$ cat src/rtl/addn_serial_pkg.sv
// ============================================================================
// Module : addn_pkg
// Brief  : Shared types and helpers for the addn_serial multi-cycle adder.
// Rev    : 1.0  initial release
// ============================================================================
`default_nettype none

package addn_pkg;

    typedef enum logic [1:0] {
        S_IDLE = 2'd0,
        S_RUN  = 2'd1,
        S_DONE = 2'd2
    } state_t;

    // Slice-counter width; a single-slice adder still needs a 1-bit counter.
    function automatic int cnt_width(input int k);
        return (k > 1) ? $clog2(k) : 1;
    endfunction

endpackage

`default_nettype wire

$ cat src/rtl/addn_serial_slice_add.sv
// ============================================================================
// Module : slice_add
// Brief  : W-bit combinational add with carry-out and carry into the MSB.
// Rev    : 1.0  initial release
// ============================================================================
`default_nettype none

module slice_add #(
    parameter int W = 8
) (
    input  logic [W-1:0] a,
    input  logic [W-1:0] b,
    input  logic         c_in,
    output logic [W-1:0] sum,
    output logic         c_out,
    output logic         c_msb
);

    logic [W:0] w_full;

    assign w_full = {1'b0, a} + {1'b0, b} + {{W{1'b0}}, c_in};
    assign sum    = w_full[W-1:0];
    assign c_out  = w_full[W];
    // The MSB sum bit is a^b^cin, so the incoming carry falls out of it.
    assign c_msb  = a[W-1] ^ b[W-1] ^ w_full[W-1];

endmodule

`default_nettype wire

$ cat src/rtl/addn_serial.sv
// ============================================================================
// Module : addn_serial
// Brief  : Serial N-bit add/subtract, W bits per cycle, valid/ready on both
//          sides. Define ADDN_SERIAL_FLAGS_EN to add zero/negative flags.
// Rev    : 1.0  initial release
// ============================================================================
`default_nettype none

module addn_serial
    import addn_pkg::*;
#(
    parameter int N = 32,
    parameter int W = 8
) (
    input  logic         clk,
    input  logic         rst,
    input  logic         i_valid,
    output logic         i_ready,
    input  logic [N-1:0] a,
    input  logic [N-1:0] b,
    input  logic         c_in,
    input  logic         sub,
    output logic         o_valid,
    input  logic         o_ready,
    output logic [N-1:0] sum,
    output logic         c_out,
    output logic         overflow,
`ifdef ADDN_SERIAL_FLAGS_EN
    output logic         busy,
    output logic         zero,
    output logic         negative
`else
    output logic         busy
`endif
);

    localparam int K  = N / W;
    localparam int CW = cnt_width(K);
    localparam logic [N-1:0] C_SLICE_MASK = N'({W{1'b1}});

    generate
        if ((N % W) != 0) begin : g_bad_width
            $error("addn_serial: N must be a multiple of W");
        end
    endgenerate

    state_t          r_state;
    state_t          w_state_nxt;
    logic [N-1:0]    r_a;
    logic [N-1:0]    r_b;
    logic            r_carry;
    logic [CW-1:0]   r_k;
    logic [N-1:0]    r_sum;
    logic            r_c_out;
    logic            r_ovf;

    logic            w_i_ready;
    logic            w_accept;
    logic            w_last;
    int              w_base;
    logic [W-1:0]    w_a_slice;
    logic [W-1:0]    w_b_slice;
    logic [W-1:0]    w_slc_sum;
    logic            w_slc_cout;
    logic            w_slc_cmsb;
    logic [N-1:0]    w_sum_next;

    always_ff @(posedge clk or negedge rst) begin
        if (!rst) begin
            r_state <= S_IDLE;
        end else begin
            r_state <= w_state_nxt;
        end
    end

    always_comb begin
        w_state_nxt = r_state;
        w_i_ready   = 1'b0;
        case (r_state)
            S_IDLE: begin
                w_i_ready = 1'b1;
                if (i_valid) w_state_nxt = S_RUN;
            end
            S_RUN: begin
                if (w_last) w_state_nxt = S_DONE;
            end
            S_DONE: begin
                // A consumer accept frees the block in the same cycle.
                w_i_ready = o_ready;
                if (o_ready) w_state_nxt = i_valid ? S_RUN : S_IDLE;
            end
            default: w_state_nxt = S_IDLE;
        endcase
    end

    assign w_accept  = i_valid & w_i_ready;
    assign w_last    = (r_k == CW'(K - 1));
    assign w_base    = int'(r_k) * W;
    assign w_a_slice = W'(r_a >> w_base);
    assign w_b_slice = W'(r_b >> w_base);

    slice_add #(
        .W (W)
    ) u_slice_add (
        .a     (w_a_slice),
        .b     (w_b_slice),
        .c_in  (r_carry),
        .sum   (w_slc_sum),
        .c_out (w_slc_cout),
        .c_msb (w_slc_cmsb)
    );

    assign w_sum_next = (r_sum & ~(C_SLICE_MASK << w_base))
                      | (N'(w_slc_sum) << w_base);

    always_ff @(posedge clk or negedge rst) begin
        if (!rst) begin
            r_a     <= '0;
            r_b     <= '0;
            r_carry <= 1'b0;
            r_k     <= '0;
            r_sum   <= '0;
            r_c_out <= 1'b0;
            r_ovf   <= 1'b0;
        end else if (w_accept) begin
            // Subtraction is a + ~b + 1: invert b once and seed the carry.
            r_a     <= a;
            r_b     <= sub ? ~b : b;
            r_carry <= sub | c_in;
            r_k     <= '0;
        end else if (r_state == S_RUN) begin
            r_sum   <= w_sum_next;
            r_carry <= w_slc_cout;
            r_k     <= r_k + CW'(1);
            if (w_last) begin
                r_c_out <= w_slc_cout;
                r_ovf   <= w_slc_cmsb ^ w_slc_cout;
            end
        end
    end

`ifdef ADDN_SERIAL_FLAGS_EN
    logic r_zero;
    logic r_neg;

    always_ff @(posedge clk or negedge rst) begin
        if (!rst) begin
            r_zero <= 1'b0;
            r_neg  <= 1'b0;
        end else if (!w_accept && (r_state == S_RUN) && w_last) begin
            r_zero <= (w_sum_next == '0);
            r_neg  <= w_sum_next[N-1];
        end
    end

    assign zero     = r_zero;
    assign negative = r_neg;
`endif

    assign i_ready  = w_i_ready;
    assign o_valid  = (r_state == S_DONE);
    assign busy     = (r_state == S_RUN);
    assign sum      = r_sum;
    assign c_out    = r_c_out;
    assign overflow = r_ovf;

endmodule

`default_nettype wire

$ cat config.mk
export PLATFORM = sky130hd
export DESIGN_NAME = addn_serial
export DESIGN_NICKNAME = d
export VERILOG_FILES = /design/src/rtl/addn_serial_pkg.sv /design/src/rtl/addn_serial_slice_add.sv /design/src/rtl/addn_serial.sv
export SDC_FILE = /design/constraint.sdc
export NUM_CORES = 1
export LEC_CHECK = 0
export BUFFER_PORTS_ARGS = -buffer_cell sky130_fd_sc_hd__buf_4
export CORE_MARGIN = 2
export CORE_UTILIZATION = 54
export CTS_CLUSTER_SIZE = 25
export DETAILED_ROUTE_END_ITERATION = 8
export GPL_ROUTABILITY_DRIVEN = 0
export PLACE_DENSITY = 0.87
export SLEW_MARGIN = 20
export SYNTH_ARGS = -nofsm -noshare
export SYNTH_HDL_FRONTEND = slang
export SYNTH_SLANG_ARGS = --single-unit
$ cat constraint.sdc
create_clock -name clk -period 3.5 [get_ports clk]
set_clock_uncertainty 0.2 [all_clocks]
set_input_delay 0.7 -clock clk [delete_from_list [all_inputs] [get_ports clk]]
set_output_delay 0.7 -clock clk [all_outputs]
set_load 0.005 [all_outputs]
* Word level (Yosys, flattened, before mapping) *
Cells that the tools add are included.

cells by class
  bitwise gates (word level) = 10
  equality and inequality tests = 6
  shift operators = 4
  mux-type cells = 11
  reduce and logical (&&, ||, !) cells = 5
  add/sub/neg operators = 3

operators with widths
  kind                                                   count
  inverter 32 bit                                        2
  >> shifter 32 x 5 -> 8 bit                             2
  AND 32 bit                                             1
  2-to-1 mux 32 bit                                      1
  bitwise OR 32 bit                                      1
  << shifter 8 x 5 -> 32 bit                             1
  << shifter 8 x 5 -> 32 bit, first input constant       1
  2-to-1 mux 2 bit                                       5
  adder 8 x 8 -> 9 bit                                   1
  adder 9 x 1 -> 9 bit                                   1
  case mux 2 bit (3 select lines)                        1
  AND reduction 3 bit                                    2
  == test 2 bit, second input constant                   2
  inequality test 2 x 1 -> 1 bit, second input constant  2
  2-to-1 mux 1 bit                                       3
  bitwise XOR 1 bit                                      3
  adder 2 x 1 -> 2 bit, second input constant            1
  == test 2 x 1 -> 1 bit, second input constant          1
  zero test 2 bit                                        1
  inequality test 2 bit, second input constant           1
  case mux 1 bit (2 select lines)                        1
  AND reduction 2 bit                                    1
  nonzero test 2 bit                                     1
  AND 1 bit                                              1
  2 further kinds                                        2

storage, ports and cells
  flip-flop bits (word level) = 103
  input bits = 70
  logic and storage cells = 47

* Longest topological paths before layout *
  depth after elaboration = 5
  depth in mapped cells = 10

* Hierarchy *
From an unflattened synthesis, not the netlist that was laid out.

unflattened totals
  cell total of the unflattened synthesis = 341
  area total of the unflattened synthesis = 4904.7 um^2

modules (own cells, without submodules)
  module       times used  cells an instance  area each (um^2)
  addn_serial  1           300                4578.1
  slice_add    1           41                 326.6

* Worst setup path before layout *
Ideal clock, no wire load.

  path type = register to register
  start = register r_k[0]
  end = register r_sum[22], in the netlist sum[22]
  cell stages (with the launch flop) = 11
  period minus slack after synthesis = 2.923 ns
  data required time = 3.179 ns
  path slack = 0.577 ns
  library setup time = 0.121 ns
  arrival = 2.602 ns
  cells stage by stage = dfrtp_1 -> buf_4 -> mux4_2 -> fa_1 -> inv_1 -> fa_1 -> nand2b_1 -> a21oi_1 -> a31oi_1 -> xnor2_1 -> a22o_1

between the ends
  longest elaborated chain between the ends = 5

RTL lines
  item                                           RTL line                               source
  start, declared                                addn_serial.sv:52                      logic [CW-1:0] r_k;
  start signal, assigned                         addn_serial.sv:134                     r_k <= r_k + CW'(1);
  >> shifter 32 x 5 -> 8 bit (on tied branches)  addn_serial.sv:99, addn_serial.sv:100
  adder 8 x 8 -> 9 bit                           addn_serial_slice_add.sv:21            assign w_full = {1'b0, a} + {1'b0, b} + {{W{1'b0}}, c_in};
  adder 9 x 1 -> 9 bit                           addn_serial_slice_add.sv:21
  << shifter 8 x 5 -> 32 bit                     addn_serial.sv:114                     | (N'(w_slc_sum) << w_base);
  bitwise OR 32 bit (*)                          addn_serial.sv:114
  end signal, assigned                           addn_serial.sv:132                     r_sum <= w_sum_next;
  end, declared                                  addn_serial.sv:53                      logic [N-1:0] r_sum;

Mark *: on every way between the ends. The rest lies on a longest branch, timed or not.
A chain may end at the register's enable or synchronous reset.

* Final worst setup path *
  start = register r_k[0]
  end = register r_sum[15], in the netlist sum[15]

Same word-level chain as after synthesis.

==> results_tabular.tex <==
\begin{tabular}{lr}
\hline
Metric & Value \\
\hline
\multicolumn{2}{l}{\textbf{Synth}} \\
Avg Cell Area, Syn & $\sim$13 µm² \\
Share of cell area taken by muxes after synthesis & approximately 15\% \\
Count of mapped cells out of synthesis & 385 \\
Ys flop type & dfrtp\_1 \\
Count of different cell masters after synthesis & 38 \\
Number of synthesis warnings & 0 \\
Post-synthesis share of cell area spent on xor and xnor gates & 7.03\% \\
Number of synthesized flops with an enable pin & 0 \\
Post-synthesis compound-gate area fraction & 11.7\% \\
Main combinational cell family by area after synthesis & multiplexers \\
Flip-flop and latch count after synthesis & around 100 \\
Net Count, Synth & 468 \\
Synth async-reset ratio & 100\% \\
Sequential-to-total area share from yosys stat & 53.0\% \\
Adder-cell area share of the yosys netlist & $\sim$3.7\% \\
Synthesized cell area & between 4000 and 5000 µm² \\
Fraction of the mapped netlist area in simple logic gates & about 5.7\% \\
\multicolumn{2}{l}{\textbf{Worst setup path}} \\
Worst path required time & 3530 ps \\
Category of the critical setup timing path & reg2reg \\
Worst-path fanout max & 10 \\
Crit-path max cell delay & 590 ps \\
CP Capture Type & flop \\
Kind of start point of the critical path & flop \\
Critical-path top delay cell & dfrtp\_1 \\
Data arrival time of the critical path & roughly 3200 ps \\
Cells traversed along the worst timing path & buf\_4 -> mux4\_2 -> ha\_1 -> a21oi\_1 -> o21ai\_2 -> o31ai\_4 -> xor2\_1 -> o21ai\_0 \\
\multicolumn{2}{l}{\textbf{Clock tree}} \\
Quantity of hold-fixing buffers added after cts & 0 \\
Number of buffers inserted during clock tree synthesis & 9 \\
Clock tree from TritonCTS & done \\
Clock-pin slew of the registers on the worst-case setup and hold paths & 100 ps \\
Number of clock sinks & 103 \\
Latest clock arrival within the worst-skew pair & 370 ps \\
Cell chosen for the clock root & clkbuf\_8 \\
Max clock buf depth & 2 \\
Number of post-CTS setup repair buffers & 0 \\
Total number of H-tree levels & 3 \\
Cts repair resizes & 0 \\
\multicolumn{2}{l}{\textbf{Place}} \\
Placed Cells & 585 \\
Half-perimeter wire length after placement & roughly 8.3 mm \\
Buffers on Ports & 106 \\
\multicolumn{2}{l}{\textbf{STA}} \\
Tightest slew margin relative to the limit & 44.9\% \\
Setup TNS & 0 ps \\
Post-route minimum period & 3130 ps \\
Top achievable clock speed & 319 MHz \\
RSZ-0062 raised after global routing & no \\
Actual slew at the worst max-slew pin & 821 ps \\
Final setup violation count & 0 \\
Pins over their slew limit & 0 \\
Crit share post-route & 89.6\% \\
Number of hold violations in the final report & 0 \\
\multicolumn{2}{l}{\textbf{Floorplanning}} \\
Initial cell density of the core & 55.7\% \\
Horiz. Die Dim & 98.9 µm \\
Die boundary height & 98.9 µm \\
Io pins & 107 \\
Area enclosed by the die boundary & 9770 µm² \\
Core region area & 8720 µm² \\
Row count & 34 \\
\multicolumn{2}{l}{\textbf{Power}} \\
Power density cells & 1150 nW/µm² \\
Power consumption & just under 7 mW \\
IR Drop Worst-Case VDD & approximately 630 µV \\
LEAKAGE & approximately 2.7 nW \\
\multicolumn{2}{l}{\textbf{Cells and area}} \\
Number of cells in the finished layout apart from fillers & 601 \\
Layout cell share with drive strength beyond 1 & 30.8\% \\
Final nets & 571 \\
Most used cells in the layout excluding fill and tap cells & buf\_4 (112), dfrtp\_1 (103), a21oi\_1 (36) \\
Antenna Cells & 0 \\
Area delta synth->final & 22.0\% \\
Most common cell after layout, fill and taps aside & buf\_4 \\
\multicolumn{2}{l}{\textbf{Global routing}} \\
Total routing resource utilization after global routing & between 20\% and 30\% \\
Grt total ovfl & 0 \\
First-pass GRT wire length & roughly 18 mm \\
Number of global-route vias before repair & 3,606 \\
Largest net degree at the start of global routing & 54 \\
Antenna violations before repair & 0 \\
\multicolumn{2}{l}{\textbf{Flow run}} \\
Number of max-cap violations & 0 \\
\multicolumn{2}{l}{\textbf{Drt}} \\
Routed length per instance & $\sim$18 µm \\
Drt pass-1 iters & 4 \\
Iter 0 DRT Violations & 154 \\
Total detailed-routing wirelength & 11.1 mm \\
Avg Vias per Cell & 5.68 \\
\# DRC & 0 \\
Antenna-violating nets left & 0 \\
Routed vias & 3,412 \\
\multicolumn{2}{l}{\textbf{Run status}} \\
Run status & finished, final reports clean \\
\multicolumn{2}{l}{\textbf{Hold path}} \\
Class of the tightest hold or removal check & in2async \\
\hline
\end{tabular}
critical path, delay by kind of cell, from the launching register on:
| kind | cells | cell delay (ps) |
|---|---|---|
| buffers and inverters | 1 | 300 |
| AOI/OAI and AO/OA | 4 | 700 |
| DFF | 1 | 590 |
| adders and majority gates | 1 | 390 |
| muxes | 1 | 520 |
| xor gates and xnor gates | 1 | 300 |
per-stage QoR:
step	hold slack, ps	util [%]	setup WS [ps]	area, µm²
floorplan	204	-	577	4860
global placement	263	65.6	514	5720
detailed placement	271	65.6	378	5720
CTS	159	68.0	368	5930
global route	191	68.0	66.4	5930
finish	148	68.0	365	5930
power breakdown:
part	internal (mW)	switching, mW	total (mW)
Clock	0.354	0.417	0.771
Sequential	1.80	0.407	2.21
Combinational	1.79	2.05	3.84
Total	3.94	2.87	6.81
cells by family (layout without fill, tap and decap cells):
family,count (synthesis),in the layout
AOI/OAI and AO/OA,84,84
xor gates and xnor gates,39,39
adders and majority gates,13,13
buffers and inverters,29,137
DFF,103,103
muxes,51,51
and+or+nand+nor,66,66
synthesized netlist by cell type, types with 2 or more instances:
library cell  count  area, µm²
mux2_2            2       22.5
xor2_1            4       35.0
mux4_2           16        360
nand2b_1          3       18.8
nand3_1           5       25.0
buf_2            14       70.1
dfrtp_1         103       2580
o21ai_0          10       50.1
fa_1              2       40.0
xnor2_1          35        307
buf_6             4       45.0
nor3_1            4       20.0
nor2_1           35        131
a21o_1            2       15.0
ha_1             11        138
inv_1             8       30.0
mux2_1           32        360
nand2_1          15       56.3
a22o_1           25        219
a21oi_1          36        180
buf_4             2       15.0
worst paths after layout:
kind	endpoint	start	slack (ps)	cells after the start
setup / recovery	sum[15]$_DFFE_PN0P_	r_k[0]$_DFFE_PN0P_	370	8
min in group clk	r_a[13]$_DFFE_PN0P_	r_a[13]$_DFFE_PN0P_	290	1
max in group asynchronous	sum[14]$_DFFE_PN0P_	rst	2120	2
hold / removal	r_state[1]$_DFFE_PN0P_	rst	150	1
hold reg to reg	r_a[13]$_DFFE_PN0P_	r_a[13]$_DFFE_PN0P_	290	1
setup reg to reg	sum[15]$_DFFE_PN0P_	r_k[0]$_DFFE_PN0P_	370	8
per-layer routing:
layer / part of all wire [%] / vias to the layer above / track usage, % / wire [µm]
li1: - / 1573 / - / -
met1: 41 / 1701 / 31.2 / 4520
met2: 52 / 124 / 41.4 / 5720
met3: 6.1 / 14 / 4.89 / 674
met4: 1.4 / 0 / 6.95 / 153
met5: 0 / - / 0 / 0
area by class of cell:
| class | count | area (µm²) |
|---|---|---|
| sequential | 103 | 2580 |
| timing repair buffer | 113 | 861 |
| tap | 108 | 135 |
| fill | 634 | 2790 |
| multi-input combinational | 253 | 2120 |
| clock buffer | 10 | 138 |
| clock inverter | 6 | 68.8 |
| inverter | 8 | 30.0 |
registers in the layout, indices dropped and copies added, names as in the netlist:
signal	count
r_carry	1
overflow	1
r_state	2
r_k	2
r_a	32
r_b	32
sum	32
c_out	1
(Power assumes the default switching activity.)
